--- src/rtl/lora_alarm_frame_decoder_if.sv ---
// Byte-stream interface between uart_rx and the LoRa alarm frame decoder.
//
// Handshake: rx_valid is a one-cycle strobe, one per received byte; rx_data
// is meaningful only in a cycle where rx_valid is high. There is no
// back-pressure, so the receiver must accept every strobed byte.
//
// Signals:
//   rx_data  [7:0]  received byte
//   rx_valid        byte strobe
// Modports:
//   master  byte source (uart_rx side)
//   slave   byte sink (decoder side)
interface lora_alarm_frame_decoder_if;
    logic [7:0] rx_data;
    logic       rx_valid;

    modport master (output rx_data, output rx_valid);
    modport slave  (input  rx_data, input  rx_valid);
endinterface

--- src/rtl/lora_alarm_frame_decoder.sv ---
// LoRa alarm frame decoder.
//
// Parses 4-byte alarm frames HEAD, ID, CODE, CHK (CHK = ID + CODE mod 256)
// from the UART byte stream. An accepted frame with code 1..N_EVT sets a
// sticky per-event flag. Code 0 is a remote cancel that clears every flag.
// Bad ID, bad checksum, out-of-range code and inter-byte timeout all
// produce a frame_err strobe, and the number of strobes is kept in a
// saturating counter.
//
// Ports:
//   clk        system clock
//   rst        synchronous active-high reset
//   rx         byte stream (slave modport): rx_data, rx_valid
//   clr_evt    per-bit flag clear, level-sampled every cycle
//   evt_flags  sticky flags; bit k = code k+1 received
//   evt_code   code of the last accepted event frame
//   evt_pulse  one-cycle strobe per accepted event frame
//   frame_err  one-cycle strobe per rejected/timed-out frame
//   err_cnt    saturating count of frame_err strobes
//   state_dbg  current parser state (0 IDLE, 1 S_ID, 2 S_CODE, 3 S_CHK)
module lora_alarm_frame_decoder #(
    parameter int         N_EVT       = 3,
    parameter logic [7:0] HEAD        = 8'hAA,
    parameter logic [7:0] DEV_ID      = 8'h31,
    parameter int         TIMEOUT_CYC = 2500000,
    parameter int         ERR_W       = 8
) (
    input  logic                      clk,
    input  logic                      rst,
    lora_alarm_frame_decoder_if.slave rx,
    input  logic [N_EVT-1:0]          clr_evt,
    output logic [N_EVT-1:0]          evt_flags,
    output logic [7:0]                evt_code,
    output logic                      evt_pulse,
    output logic                      frame_err,
    output logic [ERR_W-1:0]          err_cnt,
    output logic [1:0]                state_dbg
);

    localparam logic [1:0] IDLE   = 2'd0;
    localparam logic [1:0] S_ID   = 2'd1;
    localparam logic [1:0] S_CODE = 2'd2;
    localparam logic [1:0] S_CHK  = 2'd3;

    localparam int             CNT_W    = $clog2(TIMEOUT_CYC);
    localparam logic [CNT_W-1:0] CNT_LAST = CNT_W'(TIMEOUT_CYC - 1);

    logic [1:0]       state_q, state_n;
    logic [CNT_W-1:0] cnt_q, cnt_n;
    logic [7:0]       code_q, code_n;
    logic [7:0]       chk_exp;
    logic [N_EVT-1:0] code_onehot;
    logic [N_EVT-1:0] set_mask;
    logic             code_in_range;
    logic             cancel;
    logic             accept;
    logic             ferr_n;

    assign state_dbg     = state_q;
    assign chk_exp       = DEV_ID + code_q;
    assign code_in_range = (code_q != 8'd0) && (int'(code_q) <= N_EVT);

    always_comb begin
        code_onehot = '0;
        for (int k = 0; k < N_EVT; k++) begin
            code_onehot[k] = (code_q == 8'(k + 1));
        end
    end

    always_comb begin
        state_n  = state_q;
        cnt_n    = cnt_q;
        code_n   = code_q;
        set_mask = '0;
        cancel   = 1'b0;
        accept   = 1'b0;
        ferr_n   = 1'b0;

        if (rx.rx_valid) begin
            // A byte always restarts the inter-byte timer, even in the
            // cycle the timer would otherwise expire.
            cnt_n = '0;
            case (state_q)
                IDLE: begin
                    if (rx.rx_data == HEAD) state_n = S_ID;
                end
                S_ID: begin
                    // DEV_ID is checked first so a HEAD==DEV_ID build still
                    // advances instead of resyncing forever.
                    if (rx.rx_data == DEV_ID) begin
                        state_n = S_CODE;
                    end else if (rx.rx_data == HEAD) begin
                        state_n = S_ID;
                    end else begin
                        ferr_n  = 1'b1;
                        state_n = IDLE;
                    end
                end
                S_CODE: begin
                    code_n  = rx.rx_data;
                    state_n = S_CHK;
                end
                S_CHK: begin
                    state_n = IDLE;
                    if (rx.rx_data != chk_exp) begin
                        ferr_n = 1'b1;
                    end else if (code_q == 8'd0) begin
                        cancel = 1'b1;
                        accept = 1'b1;
                    end else if (code_in_range) begin
                        set_mask = code_onehot;
                        accept   = 1'b1;
                    end else begin
                        ferr_n = 1'b1;
                    end
                end
            endcase
        end else if (state_q != IDLE) begin
            if (cnt_q == CNT_LAST) begin
                state_n = IDLE;
                cnt_n   = '0;
                ferr_n  = 1'b1;
            end else begin
                cnt_n = cnt_q + 1'b1;
            end
        end
    end

    always_ff @(posedge clk) begin
        if (rst) begin
            state_q   <= IDLE;
            cnt_q     <= '0;
            code_q    <= '0;
            evt_flags <= '0;
            evt_code  <= '0;
            evt_pulse <= 1'b0;
            frame_err <= 1'b0;
            err_cnt   <= '0;
        end else begin
            state_q   <= state_n;
            cnt_q     <= cnt_n;
            code_q    <= code_n;
            evt_pulse <= accept;
            frame_err <= ferr_n;
            // Clear first, then set, so a same-cycle set on a bit wins;
            // a cancel overrides both.
            if (cancel) begin
                evt_flags <= '0;
            end else begin
                evt_flags <= (evt_flags & ~clr_evt) | set_mask;
            end
            // code_q is 0 on a cancel, so one assignment covers both cases.
            if (accept) evt_code <= code_q;
            if (ferr_n && (err_cnt != {ERR_W{1'b1}})) begin
                err_cnt <= err_cnt + 1'b1;
            end
        end
    end

endmodule

--- src/flat_wrapper.sv ---
// flat-port wrapper written by rule: the top's interface ports become plain ports
module lora_alarm_frame_decoder_flat 
#(
    parameter int         N_EVT       = 3,
    parameter logic [7:0] HEAD        = 8'hAA,
    parameter logic [7:0] DEV_ID      = 8'h31,
    parameter int         TIMEOUT_CYC = 2500000,
    parameter int         ERR_W       = 8
)
  (clk, rst, clr_evt, evt_flags, evt_code, evt_pulse, frame_err, err_cnt, state_dbg, rx_rx_data, rx_rx_valid);
  lora_alarm_frame_decoder_if rx_i ();
  input  logic clk;
  input  logic rst;
  input  logic [N_EVT-1:0] clr_evt;
  output logic [N_EVT-1:0] evt_flags;
  output logic [7:0] evt_code;
  output logic evt_pulse;
  output logic frame_err;
  output logic [ERR_W-1:0] err_cnt;
  output logic [1:0] state_dbg;
  input wire logic [$bits(rx_i.rx_data)-1:0] rx_rx_data;
  input wire logic [$bits(rx_i.rx_valid)-1:0] rx_rx_valid;
  assign rx_i.rx_data = rx_rx_data;
  assign rx_i.rx_valid = rx_rx_valid;
  lora_alarm_frame_decoder #(.N_EVT(N_EVT), .HEAD(HEAD), .DEV_ID(DEV_ID), .TIMEOUT_CYC(TIMEOUT_CYC), .ERR_W(ERR_W)) u_core (.clk(clk), .rst(rst), .rx(rx_i), .clr_evt(clr_evt), .evt_flags(evt_flags), .evt_code(evt_code), .evt_pulse(evt_pulse), .frame_err(frame_err), .err_cnt(err_cnt), .state_dbg(state_dbg));
endmodule
--- config.mk ---
export PLATFORM = sky130hd
export DESIGN_NAME = lora_alarm_frame_decoder_flat
export DESIGN_NICKNAME = d
export VERILOG_FILES = /design/src/rtl/lora_alarm_frame_decoder_if.sv /design/src/rtl/lora_alarm_frame_decoder.sv /design/src/flat_wrapper.sv
export SDC_FILE = /design/constraint.sdc
export NUM_CORES = 1
export LEC_CHECK = 0
export CAP_MARGIN = 25
export CORE_MARGIN = 8
export CORE_UTILIZATION = 54
export DETAILED_ROUTE_END_ITERATION = 7
export GPL_TIMING_DRIVEN = 0
export HOLD_SLACK_MARGIN = 0.1
export PLACE_DENSITY = 0.84
export SLEW_MARGIN = 10
export SYNTH_ARGS = -nofsm -noshare
export SYNTH_HDL_FRONTEND = slang
export SYNTH_SLANG_ARGS = --single-unit
--- constraint.sdc ---
create_clock -name clk -period 2.9 [get_ports clk]
set_clock_uncertainty 0.1 [all_clocks]
set_input_delay 0.87 -clock clk [delete_from_list [all_inputs] [get_ports clk]]
set_output_delay 0.87 -clock clk [all_outputs]
set_load 0.01 [all_outputs]
# Word level (Yosys, flattened, before mapping)
# Index checks and enable logic that the tools add are counted.
[op_classes]
addsub = 3
n_lt_le_gt_ge = 1
n_eq_ne = 12
mux = 31
bitwise_logic = 3
n_reduce_logical = 12
[ops]
columns = ["cell", "count"]
rows = [
  ["22-bit by 1-bit adder with 22-bit output (second input constant)", 1],
  ["22-bit == test (second input constant)", 1],
  ["22-bit 2-to-1 mux", 1],
  ["1-bit 2-to-1 mux", 18],
  ["8-bit by 2-bit == test with 1-bit output (second input constant)", 2],
  ["3-bit 2-to-1 mux", 5],
  ["2-bit 2-to-1 mux", 5],
  ["6-bit by 8-bit adder with 8-bit output (first input constant)", 1],
  ["8-bit by 1-bit adder with 8-bit output (second input constant)", 1],
  ["8-bit by 1-bit == test with 1-bit output (second input constant)", 1],
  ["8-bit by 6-bit == test with 1-bit output (second input constant)", 1],
  ["8-bit == test (second input constant)", 1],
  ["8-bit by 2-bit less-or-equal comparator with 1-bit output (second input constant)", 1],
  ["8-bit zero test", 1],
  ["8-bit != test", 1],
  ["8-bit != test (second input constant)", 1],
  ["2-bit one-hot mux with 4 select lines", 1],
  ["8-bit nonzero test", 1],
  ["2-bit nonzero test", 3],
  ["2-bit == test (second input constant)", 2],
  ["2-bit OR reduction", 2],
  ["3-bit bitwise AND", 1],
  ["3-bit by 2-bit != test with 1-bit output (second input constant)", 1],
  ["3-bit inverter", 1],
  ["7 further kinds", 8],
]
[word_totals]
register_bits = 53
inputBits = 14
output_inout_bits = 23

# Depth between registers and ports, before layout
# Gate-level depths: netlist (run 1).
[logic_depth]
word_depth = 8
depth_mapped = 8
ltp_nobuf = 8

# Worst setup path before layout (run 1)
# Ideal clock, no wire load.
[synth_timing]
kind = "input-to-reg"
from = "input port rx_rx_data[4]"
to = "register u_core.evt_code[2]"
setup_time_ns = 0.115
arrival_ns = 2.183
t_required_ns = 2.685
slack_ns = 0.502
stages = 6
n_path_buf = 0
cell_sequence = "nor4b_1 -> and4b_1 -> nand4_1 -> nor3_2 -> nor2_1 -> and2_1"
[synth_between]
elab_chain_cells = 4
[synth_lines]
columns = ["item", "line_no", "rtl"]
rows = [
  ["from (decl)", "flat_wrapper.sv:21", "input wire logic [$bits(rx_i.rx_data)-1:0] rx_rx_data;"],
  ["8-bit != test", "lora_alarm_frame_decoder.sv:105", "if (rx.rx_data != chk_exp) begin"],
  ["1-bit 2-to-1 mux", "lora_alarm_frame_decoder.sv:105", ""],
  ["1-bit 2-to-1 mux", "lora_alarm_frame_decoder.sv:83", "case (state_q)"],
  ["1-bit 2-to-1 mux", "lora_alarm_frame_decoder.sv:79", "if (rx.rx_valid) begin"],
  ["to (signal assigned)", "lora_alarm_frame_decoder.sv:153", "if (accept) evt_code <= code_q;"],
  ["to (decl)", "lora_alarm_frame_decoder.sv:33", "output logic [7:0] evt_code,"],
]
# Every way passes these cells.
# A chain may end at the register's enable or synchronous reset.

# Final worst setup path (run 1)
[layout_timing]
from = "input port rx_rx_data[4]"
to = "register u_core.err_cnt[5]"
[layout_between]
elab_chain_cells = 6
word_cells_on_any_way = 9
cone_classes = "eq/ne (3); mux (5); reduce/logical (1)"
[layout_lines]
columns = ["item", "line_no", "rtl"]
rows = [
  ["8-bit == test", "lora_alarm_frame_decoder.sv:92", "end else if (rx.rx_data == HEAD) begin"],
  ["1-bit 2-to-1 mux", "lora_alarm_frame_decoder.sv:92", ""],
  ["1-bit 2-to-1 mux", "lora_alarm_frame_decoder.sv:90", "if (rx.rx_data == DEV_ID) begin"],
  ["1-bit one-hot mux with 2 select lines *", "lora_alarm_frame_decoder.sv:83", ""],
  ["1-bit 2-to-1 mux *", "lora_alarm_frame_decoder.sv:79", ""],
  ["1-bit logical AND *", "lora_alarm_frame_decoder.sv:154", "if (ferr_n && (err_cnt != {ERR_W{1'b1}})) begin"],
  ["to (signal assigned)", "lora_alarm_frame_decoder.sv:155", "err_cnt <= err_cnt + 1'b1;"],
  ["to (decl)", "lora_alarm_frame_decoder.sv:36", "output logic [ERR_W-1:0] err_cnt,"],
]
# Mark *: on every way between the ends. The rest lies on a longest branch, timed or not.

==> out/metrics.yaml, run 1 <==
outcome: "complete, no violations"
drt_first_pass_iters: 4
grt_first_pass_wirelength_um: 9110
layout.cells.most_common: "sky130_fd_sc_hd__dfxtp_1"
fin_hold_ws_ns: 0.359
synth_area_in_compound_gates: 0.0810
netlist.top_cell.by_area: "sky130_fd_sc_hd__dfxtp_1"
post-dp-hpwl_um: 3890
critical_path_arrival_ns: 2.94
postRouteAntennaNets: 0
synth_mux_area_frac: 0.0715
path_max_fanout: 8
crit_path_max_incr_delay_ns: 0.52
cts-root-to-sink-buffers: 2
utilization: 0.690
floorplan.die.width_um: 84.1
synth_largest_type_area_fraction: 0.424
placeableCoreArea_um2: 4410
cts_tree: "done"
post_route_cells_drive_above_1_share: 0.0488
netlist-cell-type-count: 39
worst-slew-pin-transition_ns: 0.551
synthesis.instances: 283
grt_use_total: 0.152
grt_pass1_vias: 2041
ys_ff_latch: 53
grt_setup_unrepaired: "false"
synth.avg_cell_area_um2: 8.84
period_share: 0.979
synth_adder_area_share: 0.0300
port-buffer-count: 36
n_antenna_cell: 0
cts_made_buffers: 5
synth_top_family_by_area: "simple AND/OR/NAND/NOR gates"
critPathKind: "in2reg"
cts_hold_buffers: 0
ys.flop_type: "sky130_fd_sc_hd__dfxtp_1"
start_kind: "input pin"
tns_ns: 0
total_leakage_power_nw: 1.11
mostFrequentLayoutCells: "53 x sky130_fd_sc_hd__dfxtp_1, 50 x sky130_fd_sc_hd__nor2_1, 36 x sky130_fd_sc_hd__clkdlybuf4s50_1, 19 x sky130_fd_sc_hd__nand2_1, 19 x sky130_fd_sc_hd__xor2_1"
timing_max_transition_violations_final: 0
clkSinkCount: 53
synthesis.yosys.warnings: 0
numPlacedInstances: 371
finalSetupViolCount: 0
htree_levels: 2
design.portCount: 37
timing.final.crit_period_ns: 2.84
wl_per_cell_um: 13.7
synth_area_leaders: "sky130_fd_sc_hd__dfxtp_1 42%, sky130_fd_sc_hd__nor2_1 7.5%, sky130_fd_sc_hd__xor2_1 6.7%"
slew_headroom: 0.630
timing.hold.worst.class: "reg2reg"
via_count: 2108
synth_enable_flop_cells: 0
critical_path_rt_ns: 3.00
gpl.final_weighted_congestion: 0.853
die_h_um: 84.1
synth.yosys.seq_area_share: 0.424
worst_ir_drop_vdd_uv: 204
postSynth.asyncResetShare: 0
stdcell_count: 380
fp.dieArea_um2: 7070
grt_max_degree: 16
crit_path_top_delay_cell: "sky130_fd_sc_hd__clkdlybuf4s50_1"
floorplan.rows: 24
fmax_mhz: 352
syn-cell-area_um2: 2500
pwr_density_cell_nw_per_um2: 394
path_cells: "clkdlybuf4s50_1 > nor4b_1 > and4b_1 > nand4_1 > o21bai_4 > a21oi_1 > mux2_1"
wirelength_um: 5220
fillerInstances: 369
power_mw: 1.20
timing.critical_path.to_type: "flip-flop"
antenna_found_initial: 0
vias_per_cell: 5.55
grt.overflow.total: 0
finalHoldViolCount: 0
yosys.area_share.simple: 0.278
floorplan.initialDensity: 0.567
num-nets-final: 348
clkTransAtPathRegs_ns: 0.09
area_delta_synth_final_pct: 21.8
mappedNetlistNets: 303
clock_latency_ns: 0.31
post_synth_xor_area_fraction: 0.0980
route.detailed.drc: 0
root_buffer_cell: "sky130_fd_sc_hd__clkbuf_8"
maxcap_violations: 0
dr.first_iter.drc_count: 101
-- cell usage after synthesis (3+ instances only) --
cell type / count
sky130_fd_sc_hd__clkbuf_1: 5
sky130_fd_sc_hd__nor3_1: 4
sky130_fd_sc_hd__xnor2_1: 9
sky130_fd_sc_hd__nand2_1: 19
sky130_fd_sc_hd__xor2_1: 19
sky130_fd_sc_hd__nand3_1: 16
sky130_fd_sc_hd__nand4_1: 8
sky130_fd_sc_hd__and2_1: 7
sky130_fd_sc_hd__mux2i_1: 10
sky130_fd_sc_hd__mux2_1: 7
sky130_fd_sc_hd__o21ai_0: 4
sky130_fd_sc_hd__dfxtp_1: 53
sky130_fd_sc_hd__ha_1: 6
sky130_fd_sc_hd__nand2b_1: 4
sky130_fd_sc_hd__nor2_1: 50
sky130_fd_sc_hd__a211oi_1: 3
sky130_fd_sc_hd__nor2b_1: 13
sky130_fd_sc_hd__inv_1: 4
sky130_fd_sc_hd__a21oi_1: 14
sky130_fd_sc_hd__and3_1: 4
-- state kept, by name, summed over array words and instances (netlist names) --
register,count
u_core.cnt_q,22
u_core.code_q,8
u_core.err_cnt,8
u_core.evt_code,8
u_core.evt_flags,3
u_core.evt_pulse,1
u_core.frame_err,1
u_core.state_dbg,2
-- final cells by class --
class                           instances  area (um^2)  area share
Sequential cell                        53         1060       0.348
Inverter                                4         15.0     0.00493
Clock buffer                            6         82.6      0.0271
Timing Repair Buffer                   38          375       0.123
Buffer                                  7         28.8     0.00945
Clock inverter                          1         7.51     0.00247
Multi-Input combinational cell        219         1410       0.463
Tap cell                               52         65.1      0.0214
-- stage by stage --
step	cell area, um^2	worst slack (ns)
6_report	3050	0.0604
3_5_place_dp	2930	-0.426
2_1_floorplan	2500	0.502
5_1_grt	3050	0.00469
4_1_cts	3020	0.00316
3_3_place_gp	2930	-0.362
-- cell families (layout without fill, tap and decap cells) --
kind of cell | count (synthesis) | after routing
adder cells (fa/ha/maj) | 6 | 6
flip-flops | 53 | 53
buffers and inverters | 11 | 56
XOR/XNOR | 28 | 28
AO/OA/AOI/OAI | 30 | 30
multiplexers | 17 | 17
AND/OR/NAND/NOR | 138 | 138
-- power breakdown --
group	leakage (nW)	switching [mW]	total [mW]	internal [mW]
Sequential	0.427	0.0000380	0.727	0.727
Clock	0.0433	0.229	0.418	0.189
Combinational	0.636	0.0292	0.0552	0.0260
Total	1.11	0.259	1.20	0.942
-- final timing paths --
kind / from / end / slack [ns] / cells past startpoint
max: rx_rx_data[4] / u_core.err_cnt[5]$_SDFFE_PP0P_ / 0.06 / 7
min: u_core.evt_code[6]$_SDFFE_PP0P_ / u_core.evt_code[6]$_SDFFE_PP0P_ / 0.36 / 1
min reg2reg: u_core.evt_code[6]$_SDFFE_PP0P_ / u_core.evt_code[6]$_SDFFE_PP0P_ / 0.36 / 1
max reg2reg: u_core.code_q[0]$_SDFFE_PP0P_ / u_core.err_cnt[5]$_SDFFE_PP0P_ / 0.38 / 8
-- critical path, delay by kind of cell --
family                 cells  cell delay [ns]
muxes                      1             0.32
buffers and inverters      1             0.52
and+or+nand+nor            3             0.77
AOI/OAI and AO/OA          2             0.46
-- per-layer routing --
| layer | global-route usage | vias to the layer above | part of all wire | wire (um) |
|---|---|---|---|---|
| met5 | 0 | - | 0 | 0 |
| met4 | 0.0549 | 0 | 0.016 | 85 |
| met3 | 0.0430 | 9 | 0.053 | 276 |
| met2 | 0.265 | 53 | 0.50 | 2590 |
| met1 | 0.170 | 994 | 0.43 | 2270 |
| li1 | - | 1052 | - | - |
-- timing repair --
item,in CTS,in global routing
setup buffers,0,2
pin swaps,0,2
endpoints found under the hold margin,0,0
gates cloned,0,0
resized for setup,1,1
setup endpoints to repair,9,15
(Power assumes the default switching activity.)
==> run 2, diff against run 1 <==
--- a/config.mk
+++ b/config.mk
@@ -6,12 +6,14 @@
 export NUM_CORES = 1
 export LEC_CHECK = 0
 export CAP_MARGIN = 25
+export CELL_PAD_IN_SITES_DETAIL_PLACEMENT = 1
+export CELL_PAD_IN_SITES_GLOBAL_PLACEMENT = 2
 export CORE_MARGIN = 8
-export CORE_UTILIZATION = 54
+export CORE_UTILIZATION = 32
 export DETAILED_ROUTE_END_ITERATION = 7
 export GPL_TIMING_DRIVEN = 0
 export HOLD_SLACK_MARGIN = 0.1
-export PLACE_DENSITY = 0.84
+export PLACE_DENSITY = 0.82
 export SLEW_MARGIN = 10
 export SYNTH_ARGS = -nofsm -noshare
 export SYNTH_HDL_FRONTEND = slang
==> run 2 against run 1 <==
Against the previous run:
- fmax increased by 3.1%
- cell area rose by 2.1%
- wire length is 17% higher
==> out/metrics.yaml, run 2 (synthesis gave the netlist of run 1 again) <==
finalHoldViolCount: 0  # unchanged
regMostFlops: "u_core.cnt_q"
htree_levels: 2  # unchanged
timing.reg2reg.worst_path_depth: 8  # unchanged
fmax_mhz: 363  # +3.1%
grt_use_total: 0.116  # -0.0354
pwr-share-seq: 0.597  # -0.009
design.portCount: 37  # unchanged
post-dp-hpwl_um: 4540  # +17%
hold-path-endpoint: "u_core.evt_code[2]$_SDFFE_PP0P_"
port-buffer-count: 36  # unchanged
postRouteAntennaNets: 0  # unchanged
wirelength_um: 6090  # +17%
worst-slew-pin-transition_ns: 0.544  # -0.00682 ns
placeableCoreArea_um2: 7650  # +73%
cts_tree: "done"
slew_headroom: 0.635  # +0.00458
pwr_density_cell_nw_per_um2: 392  # -0.69%
crit_path_max_incr_delay_ns: 0.51  # about the same
fillerInstances: 893  # +140%
post_route_cells_drive_above_1_share: 0.0428  # -0.00597
root_buffer_cell: "sky130_fd_sc_hd__clkbuf_8"
comb_power_share: 0.046  # about the same
timing.rr.start: "u_core.code_q[0]$_SDFFE_PP0P_"
fin_hold_ws_ns: 0.361  # +0.00140 ns
critical_path_arrival_ns: 2.86  # -0.08 ns
min_delay_startpoint: "u_core.evt_code[2]$_SDFFE_PP0P_"
dr.first_iter.drc_count: 35  # -65%
worst_ir_drop_vdd_uv: 154  # -25%
end_of_the_worst_register_to_register_path: "u_core.err_cnt[5]$_SDFFE_PP0P_"
power_mw: 1.22  # +1.4%
power.share.clock: 0.356  # +0.008
crit_path_top_delay_cell: "sky130_fd_sc_hd__clkdlybuf4s50_1"
clkSinkCount: 53  # unchanged
switching_share: 0.225  # +0.00959
period_share: 0.950  # -0.0292
fp.dieArea_um2: 10900  # +54%
worst_hold_path.num_cells: 1  # unchanged
grt_first_pass_wirelength_um: 10500  # +16%
globalRouteMet2Util: 0.205  # -0.0593
die_h_um: 104  # +24%
floorplan.initialDensity: 0.327  # -0.240
area_occupied_by_multi_input_gates_um2: 1410  # unchanged
clkTransAtPathRegs_ns: 0.09  # about the same
clock_latency_ns: 0.31  # about the same
route.detailed.drc: 0  # unchanged
timing.final.crit_period_ns: 2.75  # -0.0847 ns
grt_setup_unrepaired: "false"
path_cells: "clkdlybuf4s50_1 > nor4b_1 > and4b_1 > nand4_1 > o21bai_4 > a21oi_1 > mux2_1"
layout.cells.most_common: "sky130_fd_sc_hd__dfxtp_1"
grt_max_degree: 15  # -1
grt_pass1_vias: 2184  # +7.0%
timing.hold.worst.class: "reg2reg"
floorplan.die.width_um: 104  # +24%
num-nets-final: 347  # -0.29%
met1_usage: 0.130  # -0.0400
finalSetupViolCount: 0  # unchanged
power.net_switching_mw: 0.274  # +5.9%
antenna_found_initial: 0  # unchanged
r2r_slack_ns: 0.36  # -0.02 ns
timing_max_transition_violations_final: 0  # unchanged
mostFrequentLayoutCells: "53 x sky130_fd_sc_hd__dfxtp_1, 50 x sky130_fd_sc_hd__nor2_1, 36 x sky130_fd_sc_hd__clkdlybuf4s50_1, 19 x sky130_fd_sc_hd__nand2_1, 19 x sky130_fd_sc_hd__xor2_1"
maxcap_violations: 0  # unchanged
path_max_fanout: 8  # unchanged
gpl.final_weighted_congestion: 0.797  # -6.7%
outcome: "complete, no violations"
start_kind: "input pin"
cts-root-to-sink-buffers: 2  # unchanged
grt.overflow.total: 0  # unchanged
cts_made_buffers: 5  # unchanged
n_antenna_cell: 0  # unchanged
drt_first_pass_iters: 4  # unchanged
largest_register_ffs: 22  # unchanged
internal_power_mw: 0.943  # +0.15%
sequential_cell_area_um2: 1060  # unchanged
grt_util_met3: 0.0372  # -0.00579
floorplan.rows: 32  # +33%
wl_per_cell_um: 14.2  # +3.2%
grt_most_used_layer: "met2"
timing.critical_path.to_type: "flip-flop"
total_leakage_power_nw: 1.10  # -0.16%
critPathKind: "in2reg"
area_delta_synth_final_pct: 24.3
vias_per_cell: 4.86  # -12%
utilization: 0.407  # -0.283
via_count: 2085  # -1.1%
critical_path_rt_ns: 3.00  # about the same
-- run 2: per-stage QoR --
stage               worst slack [ns]  instances  area (um^2)  setup TNS, ns
CTS                           0.0199        428         3080              0
global route                 0.00199        429         3110              0
floorplan                      0.502        283         2500              0
finish                         0.145        429         3110              0
global placement              -0.432        421         2990          -6.09
detailed placement            -0.459        421         2990          -6.33
-- run 2: area by class of cell --
class / count / share of cell area
Multi-Input combinational cell: 219 / 0.454
Buffer: 7 / 0.00926
Inverter: 4 / 0.00483
Clock buffer: 7 / 0.0278
Tap cell: 102 / 0.0410
Sequential cell: 53 / 0.341
Timing Repair Buffer: 37 / 0.122
-- run 2: what timing repair did --
item | 4_1_cts | 5_1_grt
buffers inserted | 0 | 1
gates resized for setup | 1 | 1
endpoints found under the setup margin | 9 | 18
pin swaps | 0 | 3
hold buffers | 0 | 0
-- run 2: worst max path at each step --
| stage | slack, ns | to | from |
|---|---|---|---|
| global placement | -0.43 | u_core.evt_code[3]$_SDFFE_PP0P_ | rx_rx_data[4] |
| detailed placement | -0.46 | u_core.evt_code[3]$_SDFFE_PP0P_ | rx_rx_data[4] |
| global route | 0.002 | u_core.err_cnt[2]$_SDFFE_PP0P_ | rx_rx_data[4] |
| floorplan | 0.50 | u_core.evt_code[2]$_SDFFE_PP0P_ | rx_rx_data[4] |
| CTS | 0.02 | u_core.err_cnt[2]$_SDFFE_PP0P_ | rx_rx_data[4] |
| finish | 0.15 | u_core.err_cnt[5]$_SDFFE_PP0P_ | rx_rx_data[4] |
-- run 2: critical path, delay by kind of cell --
kind	cells	cell delay, ns
buffers and inverters	1	0.51
AOI/OAI and AO/OA	2	0.46
and+or+nand+nor	3	0.69
muxes	1	0.32
-- run 2: metal layers --
layer	wire, um	vias to the layer above
met5	0	-
met1	2820	1007
met2	3010	21
li1	-	1053
met4	65	0
met3	201	4
-- run 2: power by group through the flow --
stage	Sequential, mW	Clock, mW	Combinational, mW
final	0.727	0.434	0.0562
after global placement	0.744	0	0.0561
after detailed placement	0.744	0	0.0566
after floorplan	0.744	0	0.0235
after CTS	0.727	0.454	0.0570
after global routing	0.727	0.477	0.0634
